### config.mk
export PLATFORM = sky130hd
export DESIGN_NAME = pe_mac
export DESIGN_NICKNAME = d
export VERILOG_FILES = /design/src/rtl/pe_mac.sv
export SDC_FILE = /design/constraint.sdc
export NUM_CORES = 1
export LEC_CHECK = 0
export ABC_AREA = 1
export CAP_MARGIN = 15
export CORE_MARGIN = 2
export CORE_UTILIZATION = 60
export CTS_CLUSTER_SIZE = 20
export DETAILED_ROUTE_END_ITERATION = 10
export GPL_TIMING_DRIVEN = 0
export MAX_ROUTING_LAYER = met4
export PLACE_DENSITY = 0.78
export SYNTH_ARGS = -nofsm -noshare
export SYNTH_HDL_FRONTEND = slang
export SYNTH_SLANG_ARGS = --single-unit
### constraint.sdc
create_clock -name I_CLK -period 6.5 [get_ports I_CLK]
set_clock_uncertainty 0.15 [all_clocks]
set_input_delay 1.3 -clock I_CLK [delete_from_list [all_inputs] [get_ports I_CLK]]
set_output_delay 1.3 -clock I_CLK [all_outputs]
set_load 0.03 [all_outputs]
### src/rtl/pe_mac.sv
// Systolic-array processing element: fixed-point multiply with a MUL_LAT-deep
// product pipeline, then either pass-sum (mode 0) or local accumulate/drain (mode 1).
module pe_mac #(
  parameter int D_W     = 16,
  parameter int FRAC_W  = 13,
  parameter int MUL_LAT = 2
) (
  input  logic                  I_CLK,
  input  logic                  I_RST,
  input  logic                  I_MODE,
  input  logic                  I_CLR,
  input  logic                  I_W_VLD,
  input  logic signed [D_W-1:0] I_W,
  input  logic                  I_X_VLD,
  input  logic signed [D_W-1:0] I_X,
  input  logic                  I_D_VLD,
  input  logic signed [D_W-1:0] I_D,
  input  logic                  I_DRAIN,
  output logic                  O_X_VLD,
  output logic signed [D_W-1:0] O_X,
  output logic                  O_OUT_VLD,
  output logic signed [D_W-1:0] O_OUT,
  output logic                  O_SAT,
  output logic                  O_ERR
);

  localparam logic [D_W-1:0] MAX_V = {1'b0, {(D_W-1){1'b1}}};
  localparam logic [D_W-1:0] MIN_V = {1'b1, {(D_W-1){1'b0}}};

  // Returns {saturated, value}: round half up, shift out FRAC_W bits, clamp to D_W.
  function automatic logic [D_W:0] round_sat(input logic signed [2*D_W-1:0] p);
    logic signed [2*D_W:0] r;
    r = $signed({p[2*D_W-1], p}) + $signed((2*D_W+1)'(1) << (FRAC_W-1));
    r = r >>> FRAC_W;
    if ((&r[2*D_W:D_W-1]) || !(|r[2*D_W:D_W-1])) return {1'b0, r[D_W-1:0]};
    return {1'b1, r[2*D_W] ? MIN_V : MAX_V};
  endfunction

  function automatic logic [D_W:0] add_sat(input logic signed [D_W-1:0] a,
                                           input logic signed [D_W-1:0] b);
    logic signed [D_W:0] s;
    s = $signed({a[D_W-1], a}) + $signed({b[D_W-1], b});
    if (s[D_W] != s[D_W-1]) return {1'b1, s[D_W] ? MIN_V : MAX_V};
    return {1'b0, s[D_W-1:0]};
  endfunction

  logic signed [D_W-1:0]   weight;
  logic signed [D_W-1:0]   acc;
  logic signed [2*D_W-1:0] prod_p [MUL_LAT];
  logic [MUL_LAT-1:0]      vld_p;

  // Multiply stage p0 then MUL_LAT-1 delay stages; the last stage is product-valid.
  always_ff @(posedge I_CLK or posedge I_RST) begin
    if (I_RST) begin
      vld_p <= '0;
      for (int i = 0; i < MUL_LAT; i++) prod_p[i] <= '0;
    end else begin
      vld_p[0]  <= I_X_VLD;
      prod_p[0] <= $signed({{D_W{I_X[D_W-1]}}, I_X}) * $signed({{D_W{weight[D_W-1]}}, weight});
      for (int i = 1; i < MUL_LAT; i++) begin
        vld_p[i]  <= vld_p[i-1];
        prod_p[i] <= prod_p[i-1];
      end
    end
  end

  logic                  pv;
  logic [D_W:0]          rnd, sum_d, sum_acc;
  logic signed [D_W-1:0] pr, d_eff;
  logic signed [D_W-1:0] out_n, acc_n;
  logic                  out_vld_n, sat_n, err_n;

  assign pv      = vld_p[MUL_LAT-1];
  assign rnd     = round_sat(prod_p[MUL_LAT-1]);
  assign pr      = rnd[D_W-1:0];
  assign d_eff   = I_D_VLD ? I_D : '0;
  assign sum_d   = add_sat(pr, d_eff);
  assign sum_acc = add_sat(acc, pr);

  // Output stage: mode is sampled here, so in-flight products follow the exit-cycle mode.
  always_comb begin
    out_n     = O_OUT;
    out_vld_n = 1'b0;
    sat_n     = 1'b0;
    acc_n     = acc;
    err_n     = O_ERR;
    if (!I_MODE) begin
      if (pv) begin
        out_n     = sum_d[D_W-1:0];
        out_vld_n = 1'b1;
        sat_n     = rnd[D_W] | sum_d[D_W];
        if (!I_D_VLD) err_n = 1'b1;
      end else if (I_D_VLD) begin
        err_n = 1'b1;
      end
    end else if (I_DRAIN) begin
      if (!I_CLR) begin
        out_n     = pv ? sum_acc[D_W-1:0] : acc;
        out_vld_n = 1'b1;
        sat_n     = pv & (rnd[D_W] | sum_acc[D_W]);
        acc_n     = '0;
      end
      if (I_D_VLD) err_n = 1'b1;
    end else begin
      if (pv && !I_CLR) begin
        acc_n = sum_acc[D_W-1:0];
        sat_n = rnd[D_W] | sum_acc[D_W];
      end
      if (I_D_VLD) begin
        out_n     = I_D;
        out_vld_n = 1'b1;
      end
    end
    if (I_CLR) begin
      acc_n = '0;
      err_n = 1'b0;
    end
  end

  always_ff @(posedge I_CLK or posedge I_RST) begin
    if (I_RST) begin
      weight    <= '0;
      acc       <= '0;
      O_X_VLD   <= 1'b0;
      O_X       <= '0;
      O_OUT_VLD <= 1'b0;
      O_OUT     <= '0;
      O_SAT     <= 1'b0;
      O_ERR     <= 1'b0;
    end else begin
      if (I_W_VLD) weight <= I_W;
      O_X_VLD <= I_X_VLD;
      if (I_X_VLD) O_X <= I_X;
      acc       <= acc_n;
      O_OUT_VLD <= out_vld_n;
      O_OUT     <= out_n;
      O_SAT     <= sat_n;
      O_ERR     <= err_n;
    end
  end

endmodule

==> impl_metrics.tcl <==
set metrics [dict create \
    synthCells 2113 \
    critical_path.endpoint_type "flop" \
    grt-ovfl-total 0 \
    fin_area_sq_mm 0.0192 \
    synth.cells.most_frequent "532 x nand2_1, 522 x inv_1, 263 x fa_1" \
    required_time_of_the_worst_setup_path_ps 6590 \
    timing.final.hold_violations 0 \
    worstSetupStartpointType "primary input" \
    grtUsageTotal_pct 34.2 \
    num_cts_buffers 9 \
    synthesis.area_per_instance_sq_um 7.91 \
    clk_root_buf "clkbuf_16" \
    critical_path_arrival_ps 6560 \
    area.sequential_sq_mm 0.00273 \
    layout-drive-gt1-share_pct 10.8 \
    mappedNetlistNets 2544 \
    detailedRoute.firstIterationViolations 1095 \
    post-route-period-util_pct 99.6 \
    rows 61 \
    number_of_global_route_vias_before_repair 14708 \
    detailroute.via_count 14189 \
    grt_first_pass_wirelength_microns 73500 \
    synth_cell_types 50 \
    drc_errors 0 \
    crit_path_slowest_cell "fa_1" \
    die_area_sq_mm 0.0292 \
    fill_cells 2235 \
    final_estimated_routing_congestion_in_global_placement 0.975 \
    netlist_top_cells_area "fa_1 31%, dfrtp_1 16%, nand2_1 12%" \
    num_antenna_cells 0 \
    tightestPinTransition_ps 1010 \
    timing.critical_path.cells "clkbuf_4 > buf_8 > nand2_1 > fa_1 > fa_1 > fa_1 > fa_1 > inv_1 > fa_1 > fa_1 > ha_1 > nand2_1 > inv_1 > a21oi_1 > nand2_1 > a21oi_4 > nand3b_1 > o311ai_4 > xor2_1" \
    placed_cell_area_sq_mm 0.0180 \
    setup_violations 0 \
    area_delta_synth_final_pct 14.6 \
    placement.io_buffers 75 \
    path_buf_inv 4 \
    rsz0062_at_grt "yes" \
    timing_max_transition_violations_final 0 \
    io_pins 92 \
    path_delay_family "adder cells" \
    max-slew-margin-rel_pct 32.6 \
    async_reset_ff_share_pct 100 \
    synth.ff_latch_count 109 \
    post-place-ws_ps -1300 \
    classification_of_the_worst_setup_path "in -> reg" \
    post_layout_instance_count_excluding_filler_cells 2602 \
    antenna_found_initial 0 \
    dieWidth_microns 171 \
    crit_path_max_fanout 10 \
    netlist.area_leader.share_pct 31.5 \
    floorplan.initialDensity_pct 60.5 \
    fmaxAchievable_mhz 155 \
    worst_skew_pair.late_latency_ps 390 \
    multi_input_area_sq_mm 0.0121 \
    coreArea_sq_mm 0.0276 \
    post_drt_via_cell_ratio 5.45 \
    edff_count_synth 0 \
    cell_with_the_most_instances_after_synthesis "nand2_1" \
    largest_incremental_delay_on_the_critical_path_ps 580 \
    status "finished, final reports clean" \
    route.antenna.remaining_nets 0 \
    crit_path_frequent_cell "fa_1" \
    routedWlPerCell_microns 17.8 \
    syn_area_sq_mm 0.0167 \
    drt_wl_total_microns 46200 \
    maximum_number_of_pins_on_one_net_before_global_route_repair 69 \
    place_inst 2567 \
    final.hold.worst_slack_ps 184 \
    hold_path.class "reg -> reg" \
    yosys_warnings 0 \
    drt_first_pass_iters 5 \
    finish.net_count 2650 \
    dp_hpwl_microns 36900 \
    synth_ff_type "dfrtp_1" \
    timing.final.crit_period_ps 6470 \
    post-synth-top-area-cell "fa_1" \
    htree_levels 3 \
    clk_pin_slew_worst_paths_ps 100 \
    worst_slack_ps 29.1 \
    synth_seq_area_share_pct 16.3 \
    clock_tree_from_tritoncts "yes" \
    die_boundary_height_microns 171 \
    cts_sinks 109 \
    drv.max_cap_violation_count 0 \
    clk_path_buf_depth 2 \
]
[kinds of logic after synthesis]
logic type	after synthesis	synth area share, %
adders and majority gates	375	39.9
and+or+nand+nor	727	17.8
AOI/OAI and AO/OA	197	6.66
buffers and inverters	608	13.9
DFF	109	16.3
xor gates and xnor gates	68	3.56
muxes	29	1.95
[cell type report]
class                   count  area share, %
plain buffers              67           2.90
clock buffers               9           1.18
clock inverters             7          0.392
inverters                 529           10.4
multi-input cells        1396           63.2
flip-flops and latches    109           14.2
well taps                 378           2.47
repair buffers            107           5.24
[registers in the layout, summed over array words and instances (netlist names)]
| signal | flops |
|---|---|
| O_ERR | 1 |
| prod_p | 40 |
| O_OUT_VLD | 1 |
| acc | 16 |
| weight | 16 |
| O_OUT | 16 |
| O_SAT | 1 |
| vld_p | 2 |
| O_X | 16 |
[layout by cell type (no fill, tap or decap), drive strengths merged, types with 5 or more instances in the layout]
cell and instances:
a21oi 111, buf 62, clkbuf 48, clkdlybuf4s50 73
dfrtp 109, fa 263, ha 112, inv 533
mux2 29, nand2 548, nand3 53, nand4 11
nor2 90, nor3 17, o21ai 50, o21bai 5
o22ai 8, xnor2 31, xor2 37
[through the flow]
stage / utilization, % / TNS, ps
floorplan: - / 0
global placement: 65.0 / -19770
detailed placement: 65.1 / -20890
CTS: 67.5 / -1.23
global route: 69.4 / -224
finish: 69.4 / 0
[per-layer routing]
| metal | GRT usage (%) | vias up | part of all wire, % |
|---|---|---|---|
| met4 | 15.3 | 0 | 4.3 |
| li1 | - | 6469 | - |
| met1 | 42.6 | 6942 | 40 |
| met2 | 54.7 | 626 | 48 |
| met5 | - | - | 0 |
| met3 | 6.69 | 152 | 7.9 |
[what timing repair did]
| item | in CTS | in global routing |
|---|---|---|
| hold buffers | 0 | 0 |
| hold endpoints to repair | 0 | 0 |
| pin swaps | 9 | 46 |
| setup endpoints to repair | 20 | 18 |
| buffers inserted | 3 | 28 |
| resized for setup | 97 | 145 |
[final timing paths]
path | startpoint | end | slack (ps) | cells past startpoint
min in group asynchronous | I_RST | O_OUT[2] | 1180 | 2
worst max-delay path | I_X[10] | prod_p[60] | 30 | 19
worst max register to register | weight[7] | prod_p[62] | 100 | 23
worst min register to register | prod_p[53] | prod_p[21] | 180 | 0
max in group asynchronous | I_RST | weight[4] | 4250 | 3
worst min-delay path | prod_p[53] | prod_p[21] | 180 | 0
Power is not shown: default switching activity piles up to over one toggle a cycle in this logic, so the estimate is an artifact.
==> RTL change, RTL diff (same flow settings) <==
Put one more register stage on the output `O_OUT`. The value now appears one clock later. The other outputs are not delayed to match.
--- a/src/rtl/pe_mac.sv
+++ b/src/rtl/pe_mac.sv
@@ -28,2 +28,4 @@
   localparam logic [D_W-1:0] MIN_V = {1'b1, {(D_W-1){1'b0}}};
+
+  logic signed [D_W-1:0] O_OUT_s0;
 
@@ -81,3 +83,3 @@
   always_comb begin
-    out_n     = O_OUT;
+    out_n     = O_OUT_s0;
     out_vld_n = 1'b0;
@@ -126,3 +128,3 @@
       O_OUT_VLD <= 1'b0;
-      O_OUT     <= '0;
+      O_OUT_s0  <= '0;
       O_SAT     <= 1'b0;
@@ -135,3 +137,3 @@
       O_OUT_VLD <= out_vld_n;
-      O_OUT     <= out_n;
+      O_OUT_s0  <= out_n;
       O_SAT     <= sat_n;
@@ -141,2 +143,6 @@
 
+  always_ff @(posedge I_CLK) begin
+    O_OUT <= O_OUT_s0;
+  end
+
 endmodule
Behaviour: not the same (Yosys sat finds a counterexample within 4 cycles, from zero or initial values and one cycle with I_RST high).
==> RTL change against the original RTL <==
Synthesized cell count rose by 3.7%; count of clock-buffer cells in the layout up 10; routed wire length up 9.0%; critical path type unchanged; final area rose by 4.1%; largest cell class unchanged; synthesized area rose by 3.8%; worst hold slack better by 0.016 ns; non-clock buffer count down 5; worst setup slack improved by 0.036 ns; critical endpoint unchanged; sequential cell count rose by 16.
Power is left out: the tool's default activity adds up to more than one toggle a clock period on the data nets, which glitch-free logic cannot reach.
==> RTL change: results (changes against the original RTL) <==
cts_buffers: 17  # +8
yosys_warnings: 0  # unchanged
largest_reg_flops: 40  # unchanged
syn_inst: 2192  # +3.7%
yosysUniqueCellTypes: 45  # -10%
clockBufferDepth: 2  # unchanged
port_buffers: 75  # unchanged
synth-main-ff-cell: "dfrtp_1"
reg2reg_slack_ns: 0.15  # +0.05 ns
gp_congestion: 0.971  # -0.40%
wirelength_um: 50400  # +9.0%
slowest_delay_ns: 0.67  # +0.09 ns
drive_above_1_share_pct: 10.6  # -0.18 points
yosysSeqAreaShare_pct: 17.6  # +1.2 points
min_path_type: "reg -> reg"
drcViolationCount: 0  # unchanged
dp.cells: 2652  # +3.3%
drt-vias-per-instance: 5.49  # +0.73%
grt_use_total_pct: 36.1  # +1.8 points
rr_startpoint: "weight[6]"
fillers: 2323  # +3.9%
drt_first_pass_iters: 8  # +3
grt_start_max_net_pins: 73  # +5.8%
max-slew-margin-rel_pct: 29.9  # -2.7 points
min_from: "prod_p[52]"
synth_common_cells: "inv_1 (512), nand2_1 (503), fa_1 (263), nor2_1 (124), ha_1 (112)"
synth_nets: 2623  # +3.1%
cpMaxStageDelayCell: "fa_2"
cp.arrival_ns: 6.61  # +0.05 ns
clock_latency_ns: 0.47  # +0.08 ns
critPathLaunch: "I_X[15]"
first_iter_violations: 1452  # +33%
dp_hpwl_um: 40400  # +9.3%
cts_max_level: 4  # +1
antenna_cells: 0  # unchanged
synth_area_leaders: "fa_1 (30%), dfrtp_1 (16%), inv_1 (11%)"
clock-root-buffer: "clkbuf_16"
path_max_fanout: 10  # unchanged
crit_end: "prod_p[60]"
regMostFlops: "prod_p"
outcome: "complete, no violations"
synthArstFlopShare_pct: 87.2  # -13 points
clk_pin_slew_ns: 0.06  # -0.04 ns
antenna_found_initial: 0  # unchanged
wl_per_cell_um: 18.7  # +5.4%
grt_pass1_wl_um: 80500  # +9.5%
grt_pass1_vias: 15063  # +2.4%
reg2regPathDepth: 20  # -13%
==> RTL change: cell types whose count changed after synthesis, moves of 13 or more <==
cell and delta:
o21ai_1 +13, nor2_1 +37, nand2_1 -29, dfxtp_1 +16
nand3_1 +39
==> RTL change: worst max-delay path, delay by kind of cell <==
| kind | cells | cell delay [ns] |
|---|---|---|
| xor gates and xnor gates | 1 | 0.18 |
| AOI/OAI and AO/OA | 5 | 0.81 |
| adders and majority gates | 7 | 3.61 |
| buffers and inverters | 6 | 0.61 |
| and+or+nand+nor | 1 | 0.08 |
==> RTL change: stage by stage <==
step	TNS [ns]	setup slack, ns	instance area [um^2]
5_1_grt	-0.228	-0.133	20000
3_3_place_gp	-20.48	-1.40	18600
6_report	0	0.0654	20000
4_1_cts	0	0.00254	19500
3_5_place_dp	-20.44	-1.36	18600
2_1_floorplan	0	0.0126	17400
==> RTL change: worst min path at each step <==
stage               slack (ns)          to  cells after the start
floorplan                 0.18  prod_p[12]                      0
finish                    0.20  prod_p[20]                      0
global route              0.20  prod_p[19]                      0
CTS                       0.20  prod_p[20]                      0
detailed placement        0.18  prod_p[20]                      0
global placement          0.18  prod_p[31]                      0
==> RTL change: cells by family after synthesis <==
kind of cell	count (synthesis)	share of synthesized area, %
mux	29	1.88
simple gates	804	19.6
xor+xnor	63	3.18
fa+ha+maj	375	38.4
buf+inv	605	13.3
compound gates	191	6.07
flops	125	17.6
==> RTL change: metal layers <==
| metal | global-route usage, % | part of all wire (%) | up-vias |
|---|---|---|---|
| li1 | - | - | 6748 |
| met3 | 8.29 | 10 | 119 |
| met4 | 13.0 | 3.4 | 0 |
| met2 | 52.7 | 44 | 688 |
| met1 | 49.6 | 42 | 7232 |
| met5 | - | 0 | - |
==> RTL change: timing repair <==
action / 4_1_cts / 5_1_grt
gates cloned: 0 / 0
pin swaps: 5 / 31
endpoints found under the setup margin: 20 / 17
gates resized for setup: 84 / 123
buffers inserted: 4 / 10
==> RTL change: layout make-up <==
type	instances	area share [%]
multi-input combinational	1462	62.2
sequential	125	15.3
inverter	520	9.80
timing repair buffer	90	4.43
buffer	79	2.78
tap	384	2.41
clock buffer	19	2.22
clock inverter	13	0.891
